--- src/rtl/mmu_l1_tlb.sv ---
// Fully associative L1 TLB with Sv39-style superpages, A/D permission checks and
// page-table-walker refill. One translation is in flight at a time.
module mmu_l1_tlb #(
  parameter int  ENTRIES       = 8,
  parameter int  LEVELS        = 3,
  parameter int  PAGE_LVL_BITS = 9,
  parameter int  VPN_SIZE      = LEVELS * PAGE_LVL_BITS,
  parameter int  PPN_SIZE      = 44,
  localparam int LVL_W         = (LEVELS > 1) ? $clog2(LEVELS) : 1,
  localparam int IDX_W         = $clog2(ENTRIES)
) (
  input  logic                clk_i,
  input  logic                rstn_i,
  input  logic                req_valid_i,
  output logic                req_ready_o,
  input  logic [VPN_SIZE-1:0] req_vpn_i,
  input  logic                req_store_i,
  input  logic                req_fetch_i,
  input  logic [1:0]          req_prv_i,
  input  logic                sum_i,
  input  logic                flush_i,
  output logic                resp_valid_o,
  output logic [PPN_SIZE-1:0] resp_ppn_o,
  output logic                resp_xcpt_o,
  output logic                ptw_req_valid_o,
  input  logic                ptw_ready_i,
  output logic [VPN_SIZE-1:0] ptw_req_vpn_o,
  output logic                ptw_req_store_o,
  output logic                ptw_req_fetch_o,
  output logic [1:0]          ptw_req_prv_o,
  input  logic                ptw_resp_valid_i,
  input  logic                ptw_resp_error_i,
  input  logic [LVL_W-1:0]    ptw_resp_level_i,
  input  logic [PPN_SIZE-1:0] ptw_resp_ppn_i,
  input  logic [7:0]          ptw_resp_perm_i,
  output logic                pmu_hit_o,
  output logic                pmu_miss_o
);

  localparam int P_V = 0, P_R = 1, P_W = 2, P_X = 3, P_U = 4, P_G = 5, P_A = 6, P_D = 7;

  typedef enum logic [2:0] {S_IDLE, S_LOOKUP, S_PTW_REQ, S_PTW_WAIT, S_RESP} state_e;

  state_e              state_q, state_d;
  logic [VPN_SIZE-1:0] req_vpn_q;
  logic                req_store_q, req_fetch_q, req_sum_q;
  logic [1:0]          req_prv_q;
  logic                relookup_q, drop_q;
  logic [ENTRIES-1:0]  valid_q;
  logic [IDX_W-1:0]    victim_q;
  logic [PPN_SIZE-1:0] resp_ppn_q;
  logic                resp_xcpt_q, pmu_hit_q, pmu_miss_q;

  logic [VPN_SIZE-1:0] tag_vpn_q  [ENTRIES];
  logic [LVL_W-1:0]    tag_lvl_q  [ENTRIES];
  logic [PPN_SIZE-1:0] tag_ppn_q  [ENTRIES];
  logic [7:0]          tag_perm_q [ENTRIES];

  logic [ENTRIES-1:0]  hit_vec;
  logic [IDX_W-1:0]    hit_idx, fill_idx;
  logic                hit_any, dirty_miss, lookup_hit, perm_fault;
  logic                is_store, is_load, req_accept, walk_done, drop_now, fill;
  logic [7:0]          hit_perm;
  logic [VPN_SIZE-1:0] hit_off_mask;
  logic [PPN_SIZE-1:0] hit_ppn;
  logic                unused_perm_g;

  // Mask of the VPN bits that lie inside the page offset of a leaf at level lvl.
  function automatic logic [VPN_SIZE-1:0] page_off_mask(input logic [LVL_W-1:0] lvl);
    int shamt;
    shamt = (int'(lvl) >= LEVELS - 1) ? 0 : (LEVELS - 1 - int'(lvl)) * PAGE_LVL_BITS;
    return ~({VPN_SIZE{1'b1}} << shamt);
  endfunction

  // NOTE: every combinational output gets a default first so no path can infer a latch.
  always_comb begin
    hit_vec = '0;
    hit_idx = '0;
    for (int i = 0; i < ENTRIES; i++)
      hit_vec[i] = valid_q[i] && (((tag_vpn_q[i] ^ req_vpn_q) & ~page_off_mask(tag_lvl_q[i])) == '0);
    for (int i = ENTRIES - 1; i >= 0; i--)
      if (hit_vec[i]) hit_idx = IDX_W'(i);
    hit_any      = (|hit_vec) && !flush_i;
    hit_perm     = tag_perm_q[hit_idx];
    hit_off_mask = page_off_mask(tag_lvl_q[hit_idx]);
    hit_ppn      = (tag_ppn_q[hit_idx] & ~PPN_SIZE'(hit_off_mask))
                 | (PPN_SIZE'(req_vpn_q) & PPN_SIZE'(hit_off_mask));
  end

  assign unused_perm_g = hit_perm[P_G];
  assign is_store   = req_store_q && !req_fetch_q;
  assign is_load    = !req_store_q && !req_fetch_q;
  // A clean page must be re-walked on a store so the walker can set D.
  assign dirty_miss = hit_any && is_store && !hit_perm[P_D];
  assign lookup_hit = hit_any && !dirty_miss;

  assign perm_fault = !hit_perm[P_V] || !hit_perm[P_A]
                   || (req_fetch_q && !hit_perm[P_X])
                   || (is_load && !hit_perm[P_R])
                   || (is_store && !hit_perm[P_W])
                   || ((req_prv_q == 2'd0) ? !hit_perm[P_U]
                                           : (hit_perm[P_U] && (req_fetch_q || !req_sum_q)));

  always_comb begin
    fill_idx = victim_q;
    for (int i = ENTRIES - 1; i >= 0; i--)
      if (!valid_q[i]) fill_idx = IDX_W'(i);
  end

  assign req_accept = (state_q == S_IDLE) && req_valid_i;
  assign walk_done  = (state_q == S_PTW_WAIT) && ptw_resp_valid_i;
  assign drop_now   = drop_q || flush_i;
  assign fill       = walk_done && !ptw_resp_error_i && !drop_now;

  // NOTE: sequential state uses non-blocking assignments so every flop samples pre-edge values.
  always_ff @(posedge clk_i or negedge rstn_i) begin
    if (!rstn_i) state_q <= S_IDLE;
    else         state_q <= state_d;
  end

  always_comb begin
    state_d = state_q;
    unique case (state_q)
      S_IDLE:     if (req_valid_i) state_d = S_LOOKUP;
      S_LOOKUP:   state_d = lookup_hit ? S_RESP : S_PTW_REQ;
      S_PTW_REQ:  if (ptw_ready_i) state_d = S_PTW_WAIT;
      S_PTW_WAIT: if (ptw_resp_valid_i)
                    state_d = (ptw_resp_error_i && !drop_now) ? S_RESP : S_LOOKUP;
      S_RESP:     state_d = S_IDLE;
      default:    state_d = S_IDLE;
    endcase
  end

  always_comb begin
    req_ready_o     = 1'b0;
    ptw_req_valid_o = 1'b0;
    resp_valid_o    = 1'b0;
    unique case (state_q)
      S_IDLE:    req_ready_o     = 1'b1;
      S_PTW_REQ: ptw_req_valid_o = 1'b1;
      S_RESP:    resp_valid_o    = 1'b1;
      default:   ;
    endcase
  end

  always_ff @(posedge clk_i or negedge rstn_i) begin
    if (!rstn_i) begin
      req_vpn_q   <= '0;
      req_store_q <= 1'b0;
      req_fetch_q <= 1'b0;
      req_prv_q   <= '0;
      req_sum_q   <= 1'b0;
      relookup_q  <= 1'b0;
      drop_q      <= 1'b0;
      valid_q     <= '0;
      victim_q    <= '0;
      resp_ppn_q  <= '0;
      resp_xcpt_q <= 1'b0;
      pmu_hit_q   <= 1'b0;
      pmu_miss_q  <= 1'b0;
    end else begin
      pmu_hit_q  <= 1'b0;
      pmu_miss_q <= 1'b0;
      if (req_accept) begin
        req_vpn_q   <= req_vpn_i;
        req_store_q <= req_store_i;
        req_fetch_q <= req_fetch_i;
        req_prv_q   <= req_prv_i;
        req_sum_q   <= sum_i;
        relookup_q  <= 1'b0;
      end
      if (state_q == S_LOOKUP) begin
        pmu_hit_q  <= !relookup_q && lookup_hit;
        pmu_miss_q <= !relookup_q && !lookup_hit;
        if (lookup_hit) begin
          resp_xcpt_q <= perm_fault;
          resp_ppn_q  <= perm_fault ? '0 : hit_ppn;
        end
      end
      // A flush during the walk makes its result stale; the walk is repeated.
      if ((state_q == S_PTW_REQ || state_q == S_PTW_WAIT) && flush_i) drop_q <= 1'b1;
      if (walk_done) begin
        drop_q     <= 1'b0;
        relookup_q <= 1'b1;
        if (ptw_resp_error_i && !drop_now) begin
          resp_xcpt_q <= 1'b1;
          resp_ppn_q  <= '0;
        end
      end
      if (flush_i)                                   valid_q           <= '0;
      else if (fill)                                 valid_q[fill_idx] <= 1'b1;
      else if (state_q == S_LOOKUP && dirty_miss)    valid_q[hit_idx]  <= 1'b0;
      if (fill) victim_q <= victim_q + IDX_W'(1);
    end
  end

  // NOTE: entry payload is never reset; valid_q alone decides whether it is ever used.
  always_ff @(posedge clk_i) begin
    if (fill) begin
      tag_vpn_q[fill_idx]  <= req_vpn_q;
      tag_lvl_q[fill_idx]  <= ptw_resp_level_i;
      tag_ppn_q[fill_idx]  <= ptw_resp_ppn_i;
      tag_perm_q[fill_idx] <= ptw_resp_perm_i;
    end
  end

  assign resp_ppn_o      = resp_ppn_q;
  assign resp_xcpt_o     = resp_xcpt_q;
  assign ptw_req_vpn_o   = req_vpn_q;
  assign ptw_req_store_o = req_store_q;
  assign ptw_req_fetch_o = req_fetch_q;
  assign ptw_req_prv_o   = req_prv_q;
  assign pmu_hit_o       = pmu_hit_q;
  assign pmu_miss_o      = pmu_miss_q;

endmodule
--- config.mk ---
export PLATFORM = sky130hd
export DESIGN_NAME = mmu_l1_tlb
export DESIGN_NICKNAME = d
export VERILOG_FILES = /design/src/rtl/mmu_l1_tlb.sv
export SDC_FILE = /design/constraint.sdc
export NUM_CORES = 1
export LEC_CHECK = 0
export CORE_ASPECT_RATIO = 0.8
export CORE_MARGIN = 1
export CORE_UTILIZATION = 50
export DETAILED_ROUTE_END_ITERATION = 16
export PLACE_DENSITY = 0.77
export SYNTH_ARGS = -nofsm -noshare
export SYNTH_HDL_FRONTEND = slang
export SYNTH_SLANG_ARGS = --single-unit
--- constraint.sdc ---
create_clock -name clk_i -period 5.08 [get_ports clk_i]
set_clock_uncertainty 0.1 [all_clocks]
set_input_delay 1.524 -clock clk_i [delete_from_list [all_inputs] [get_ports clk_i]]
set_output_delay 1.524 -clock clk_i [all_outputs]
set_load 0.05 [all_outputs]
==> impl_metrics.json, run 1 <==
{
  "rsz0062_at_grt": "no",
  "synth.area.top_cells": "edfxtp_1 64%, dfrtp_1 7.9%, mux2i_1 6.2%, xnor2_1 5.5%, a22o_1 2.3%",
  "post-place-ws_ns": 0.329,
  "max_stage_delay_ns": 0.96,
  "htree_levels": 3,
  "synth_top_cell_area_share_pct": 64.2,
  "fin_hold_ws_ns": 0.347,
  "maxCapViolCount": 0,
  "fp.dieH_um": 221,
  "track_usage_pct": 22.4,
  "syn_avg_cell_area_um2": 16.6,
  "final_nets": 2133,
  "cp-start-kind": "flip-flop",
  "die_w_um": 276,
  "synthCells": 1801,
  "synth_enable_flop_cells": 640,
  "rows": 79,
  "critPathMaxFanout": 19,
  "fmax_ghz": 0.206,
  "clock_latency_ns": 0.62,
  "ys_seq_elements": 735,
  "vdd_ir_drop_max_uv": 278,
  "finalSetupViolations": 0,
  "place_inst": 2734,
  "worstHoldPathType": "reg2reg",
  "avgRoutedWirePerCell_um": 23.6,
  "root_buffer": "clkbuf_16",
  "yosys.area.top_type": "edfxtp_1",
  "worst_pin_slew_ns": 0.989,
  "dr.first_iter.drc_count": 1631,
  "grt_pass1_vias": 16900,
  "slew_headroom_pct": 34.0,
  "worstSetupPathType": "reg2reg",
  "ant_nets": 0,
  "fin_crit_ns": 4.85,
  "ios": 174,
  "fillers": 4191,
  "yosysMostFrequentCell": "edfxtp_1",
  "synth_fp_nets": 1895,
  "critical-path-slowest-cell": "dfrtp_1",
  "area_growth_pct": 18.4,
  "fin_crit_sh_pct": 95.4,
  "fin_setup_tns_ns": 0,
  "die_area_um2": 60900,
  "synth_top_flop_cell": "edfxtp_1",
  "async_reset_ff_share_pct": 12.9,
  "cts_tree": "built",
  "synth_seq_area_share_pct": 72.1,
  "grt_overflow": 0,
  "p_leak_uw": 0.0115,
  "critical_path_required_ns": 5.46,
  "antenna_found_initial": 10,
  "cts_resized": 0,
  "cp_data_arrival_time_ns": 5.23,
  "grt_pass1_wl_um": 102000,
  "outcome": "finished clean",
  "drt-pass1-iter-count": 7,
  "gp_congestion": 0.885,
  "core-area_um2": 58700,
  "viasPerCell": 5.86,
  "num_vias": 16800,
  "drt_wl_total_um": 67800,
  "drive_gt1_share_pct": 12.4,
  "setup_slack_ns": 0.235,
  "hpwl_um": 40900,
  "postCtsSetupBuffers": 0,
  "synth.distinct_cells": 80,
  "start_util_pct": 51.0,
  "clk_path_buf_depth": 3,
  "finalMaxSlewViolations": 0,
  "utilization_pct": 60.4,
  "path_cells": "xnor2_1 -> nand3_1 -> o32ai_1 -> nand3_1 -> nand4b_1 -> o21bai_1 -> mux2_2 -> o211ai_1 -> nand3_4 -> mux2_1 -> a22o_1",
  "ctsHoldBuffers": 0,
  "cp-end-kind": "flip-flop",
  "ys_warn_count": 0,
  "syn-cell-area_um2": 30000,
  "cpMostUsedCell": "nand3_1",
  "cts.sink_count": 735,
  "port_buffers": 172,
  "final_cells": 2872,
  "hold_violations": 0,
  "clk_pin_slew_ns": 0.06,
  "drcViolationCount": 0,
  "grt_max_degree": 82,
  "power_density_nw_per_um2": 449,
  "cts_buffers": 72,
  "synth_commonest_cells": "640 x edfxtp_1, 188 x xnor2_1, 187 x mux2i_1, 95 x dfrtp_1, 88 x nand2_1"
}
logic make-up (layout without fill, tap and decap cells):
| family | count (synthesis) | in the layout | share of synthesized area [%] |
|---|---|---|---|
| buffers and inverters | 101 | 397 | 2.15 |
| and+or+nand+nor | 259 | 259 | 4.40 |
| DFF | 735 | 735 | 72.1 |
| other | 0 | 6 | 0 |
| xor gates and xnor gates | 218 | 218 | 6.37 |
| adders and majority gates | 1 | 1 | 0.0418 |
| AOI/OAI and AO/OA | 254 | 254 | 6.92 |
| muxes | 233 | 233 | 8.02 |
power breakdown:
part / internal (uW) / switching, uW / total [uW] / leakage (uW)
logic: 1230 / 1620 / 2850 / 0.00331
clock network: 3270 / 2250 / 5510 / 0.00120
registers: 7000 / 574 / 7570 / 0.00700
total: 11500 / 4440 / 15900 / 0.0115
layout by cell type (no fill, tap or decap), types with 4 or more instances in the layout:
master / count
edfxtp_1: 640
xnor2_1: 188
mux2i_1: 187
clkdlybuf4s50_1: 171
dfrtp_1: 95
nand2_1: 88
a22o_1: 79
clkbuf_16: 73
buf_4: 60
nand4_1: 38
mux2_2: 38
a221oi_1: 34
nand3_1: 32
xor2_1: 30
nor3_1: 23
a21oi_1: 23
a22oi_1: 22
o21ai_0: 21
nor2_1: 20
buf_12: 20
clkbuf_1: 17
inv_1: 14
nor4_1: 11
clkinv_1: 11
bufinv_16: 10
nor2_4: 8
o22a_1: 8
clkinv_2: 8
and2_1: 7
mux2_1: 7
diode_2: 6
a21o_1: 6
clkbuf_8: 6
a31oi_1: 5
nand2b_1: 5
o21ai_1: 5
o32ai_1: 4
o21bai_1: 4
metrics by stage:
stage | cell area [um2] | power [uW]
floorplan | 30000 | 9480
global placement | 33000 | 10500
detailed placement | 33000 | 10600
CTS | 35500 | 16100
global route | 35500 | 16500
finish | 35500 | 15900
final timing paths:
check,start,to,slack (ns),cells past startpoint
max,ptw_req_vpn_o[15],resp_ppn_o[13],0.23,11
min,relookup_q,pmu_hit_o,0.35,1
max reg2reg,ptw_req_vpn_o[15],resp_ppn_o[13],0.23,11
min reg2reg,relookup_q,pmu_hit_o,0.35,1
max in group asynchronous,rstn_i,ptw_req_vpn_o[12],3.19,2
min in group asynchronous,rstn_i,ptw_req_vpn_o[7],0.91,1
final cells by class:
class	instances	area [um2]	area share [%]
multi-input combinational	965	7830	22.1
clock inverter	36	480	1.35
timing repair buffer	251	2560	7.23
tap	769	962	2.71
clock buffer	96	1970	5.56
sequential	735	21600	60.9
inverter	14	52.6	0.148
antenna	6	15.0	0.0423
critical path, delay by kind of cell, from the launching register on:
kind	cells	cell delay, ns
AO/OA/AOI/OAI	4	1.62
AND/OR/NAND/NOR	4	1.05
flip-flops	1	0.96
multiplexers	2	0.79
XOR/XNOR	1	0.19
registers in the layout, summed over array words and instances, names as in the netlist, 2 cells and up:
register	cells
tag_lvl_q	16
resp_ppn_o	44
state_q	3
tag_perm_q	56
ptw_req_prv_o	2
ptw_req_vpn_o	27
victim_q	3
tag_ppn_q	352
valid_q	8
tag_vpn_q	216
per-layer routing:
layer	up-vias	part of all wire [%]	GRT usage (%)
met5	-	0.11	0
met4	12	2.5	6.65
met3	138	6.9	5.46
met2	572	48	35.2
met1	8632	43	31.0
li1	7470	-	-
Power figures use the tool's default switching activity.
==> inputs of run 2 (changes only) <==
--- a/config.mk
+++ b/config.mk
@@ -5,11 +5,12 @@
 export SDC_FILE = /design/constraint.sdc
 export NUM_CORES = 1
 export LEC_CHECK = 0
+export CAP_MARGIN = 20
 export CORE_ASPECT_RATIO = 0.8
 export CORE_MARGIN = 1
-export CORE_UTILIZATION = 50
+export CORE_UTILIZATION = 45
 export DETAILED_ROUTE_END_ITERATION = 16
-export PLACE_DENSITY = 0.77
+export PLACE_DENSITY = 0.71
 export SYNTH_ARGS = -nofsm -noshare
 export SYNTH_HDL_FRONTEND = slang
 export SYNTH_SLANG_ARGS = --single-unit
==> run 2 against run 1 <==
Compared with the run above: cell count up 2.9%; worst hold slack worse by 0.016 ns; via count is 2.0% lower; sequential power shrank 1%; fmax rose by 7.1%; combinational power increased by 3%; global-route usage shrank 2.3 points; count of clock-buffer cells in the layout rose by 12; register-to-register slack improved by 0.32 ns; critical endpoint is now resp_ppn_o[12]; highest routed layer unchanged.
==> impl_metrics.json, run 2 (same netlist as run 1, synthesis figures left out) <==
{
  "outcome": "finished clean",
  "drcViolationCount": 0,
  "fin_hold_ws_ns": 0.331,
  "critPathMaxFanout": 19,
  "hold_start": "relookup_q",
  "area_growth_pct": 18.6,
  "grt_overflow": 0,
  "largest_reg_flops": 352,
  "cts_tree": "built",
  "dr.first_iter.drc_count": 1292,
  "hpwl_um": 41200,
  "vdd_ir_drop_max_uv": 340,
  "p_leak_uw": 0.0115,
  "finalSetupViolations": 0,
  "cp-end-kind": "flip-flop",
  "postCtsSetupBuffers": 0,
  "finalMaxSlewViolations": 0,
  "clock_latency_ns": 0.61,
  "port_buffers": 172,
  "rows": 84,
  "worst_pin_slew_ns": 1.07,
  "maxCapViolCount": 0,
  "track_usage_pct": 20.1,
  "cts_resized": 0,
  "clk_pin_slew_ns": 0.06,
  "antenna_found_initial": 9,
  "reg2reg_setup_slack_ns": 0.55,
  "final_common_cell": "edfxtp_1",
  "fillers": 5120,
  "ios": 174,
  "fin_setup_tns_ns": 0,
  "ctsHoldBuffers": 0,
  "hold_depth": 1,
  "clk_path_buf_depth": 3,
  "slew_headroom_pct": 28.8,
  "cp_data_arrival_time_ns": 4.91,
  "fin_crit_ns": 4.53,
  "mostFrequentLayoutCells": "640 x edfxtp_1, 188 x xnor2_1, 187 x mux2i_1",
  "die_area_um2": 67600,
  "root_buffer": "clkbuf_16",
  "critical_path_required_ns": 5.47,
  "hold_violations": 0,
  "rsz0062_at_grt": "no",
  "drive_gt1_share_pct": 12.4,
  "fin_crit_sh_pct": 89.1,
  "final_nets": 2132,
  "drt-pass1-iter-count": 5,
  "drt_wl_total_um": 67700,
  "holdPathEnd": "pmu_hit_o",
  "worstHoldPathType": "reg2reg",
  "num_vias": 16500,
  "gp_congestion": 0.895,
  "cts.sink_count": 735,
  "core-area_um2": 65800,
  "grt_max_degree": 82,
  "fmax_ghz": 0.221,
  "avgRoutedWirePerCell_um": 22.9,
  "top_register": "tag_ppn_q",
  "cts_buffers": 73,
  "worstSetupPathType": "reg2reg",
  "die_w_um": 290,
  "htree_levels": 3,
  "worstReg2RegStart": "ptw_req_vpn_o[11]",
  "ant_nets": 0,
  "grt_pass1_vias": 16700,
  "reg_top3": "tag_ppn_q (352), tag_vpn_q (216), tag_perm_q (56)",
  "r2r-end": "resp_ppn_o[12]",
  "timing.reg2reg.worst_path_depth": 13,
  "viasPerCell": 5.58,
  "fp.dieH_um": 233,
  "cp-start-kind": "flip-flop",
  "start_util_pct": 45.5,
  "power_density_nw_per_um2": 445,
  "grt_pass1_wl_um": 102000
}
[run 2: routing by layer]
metal / share of wire (%) / global-route usage (%)
met1: 42 / 26.8
met4: 2.3 / 5.54
met2: 48 / 33.0
met5: 0.18 / 0
met3: 6.9 / 4.77
[run 2: how the worst max path moves through the flow]
stage	start	end	slack [ns]	depth (start not counted)
3_5_place_dp	ptw_req_vpn_o[11]	resp_ppn_o[12]	0.56	13
3_3_place_gp	ptw_req_vpn_o[11]	resp_ppn_o[12]	0.65	13
4_1_cts	ptw_req_vpn_o[11]	resp_ppn_o[12]	0.55	13
2_1_floorplan	ptw_resp_valid_i	tag_lvl_q[4][0]	-1.21	6
5_1_grt	ptw_req_vpn_o[11]	resp_ppn_o[12]	0.24	13
6_report	ptw_req_vpn_o[11]	resp_ppn_o[12]	0.55	13
[run 2: critical path: stages (launching register included)]
cell and delay [ns]:
dfrtp_1 0.87, xnor2_1 0.21, nand3_1 0.17, nor3_1 0.47, a32oi_1 0.32, nand4b_1 0.35
o21bai_1 0.18, buf_4 0.23, mux2i_1 0.24, mux2i_1 0.13, mux2i_4 0.29, nand3_4 0.24
mux2_1 0.39, a22o_1 0.20
[run 2: layout make-up]
class / count / area [um2] / area share, %
Antenna cell: 1 / 2.50 / 0.00704
Clock buffer: 108 / 2140 / 6.03
Tap cell: 860 / 1080 / 3.03
Timing Repair Buffer: 249 / 2570 / 7.24
Sequential cell: 735 / 21600 / 60.8
Multi-Input combinational cell: 965 / 7830 / 22.0
Inverter: 14 / 52.6 / 0.148
Clock inverter: 24 / 267 / 0.750
[run 2: report_power, final]
| group | internal [uW] | switching, uW |
|---|---|---|
| Clock | 3180 | 2200 |
| Sequential | 7000 | 482 |
| Combinational | 1240 | 1700 |
| Total | 11400 | 4390 |
[run 2: metrics by stage]
stage / utilization, % / cell area (um2) / total power (uW) / instances / setup slack [ns]
CTS: 54.0 / 35500 / 16000 / 2955 / 0.546
finish: 54.0 / 35500 / 15800 / 2956 / 0.554
global route: 54.0 / 35500 / 16400 / 2955 / 0.241
global placement: 50.3 / 33100 / 10500 / 2823 / 0.651
detailed placement: 50.3 / 33100 / 10600 / 2823 / 0.559
floorplan: - / 30000 / 9480 / 1801 / -1.21
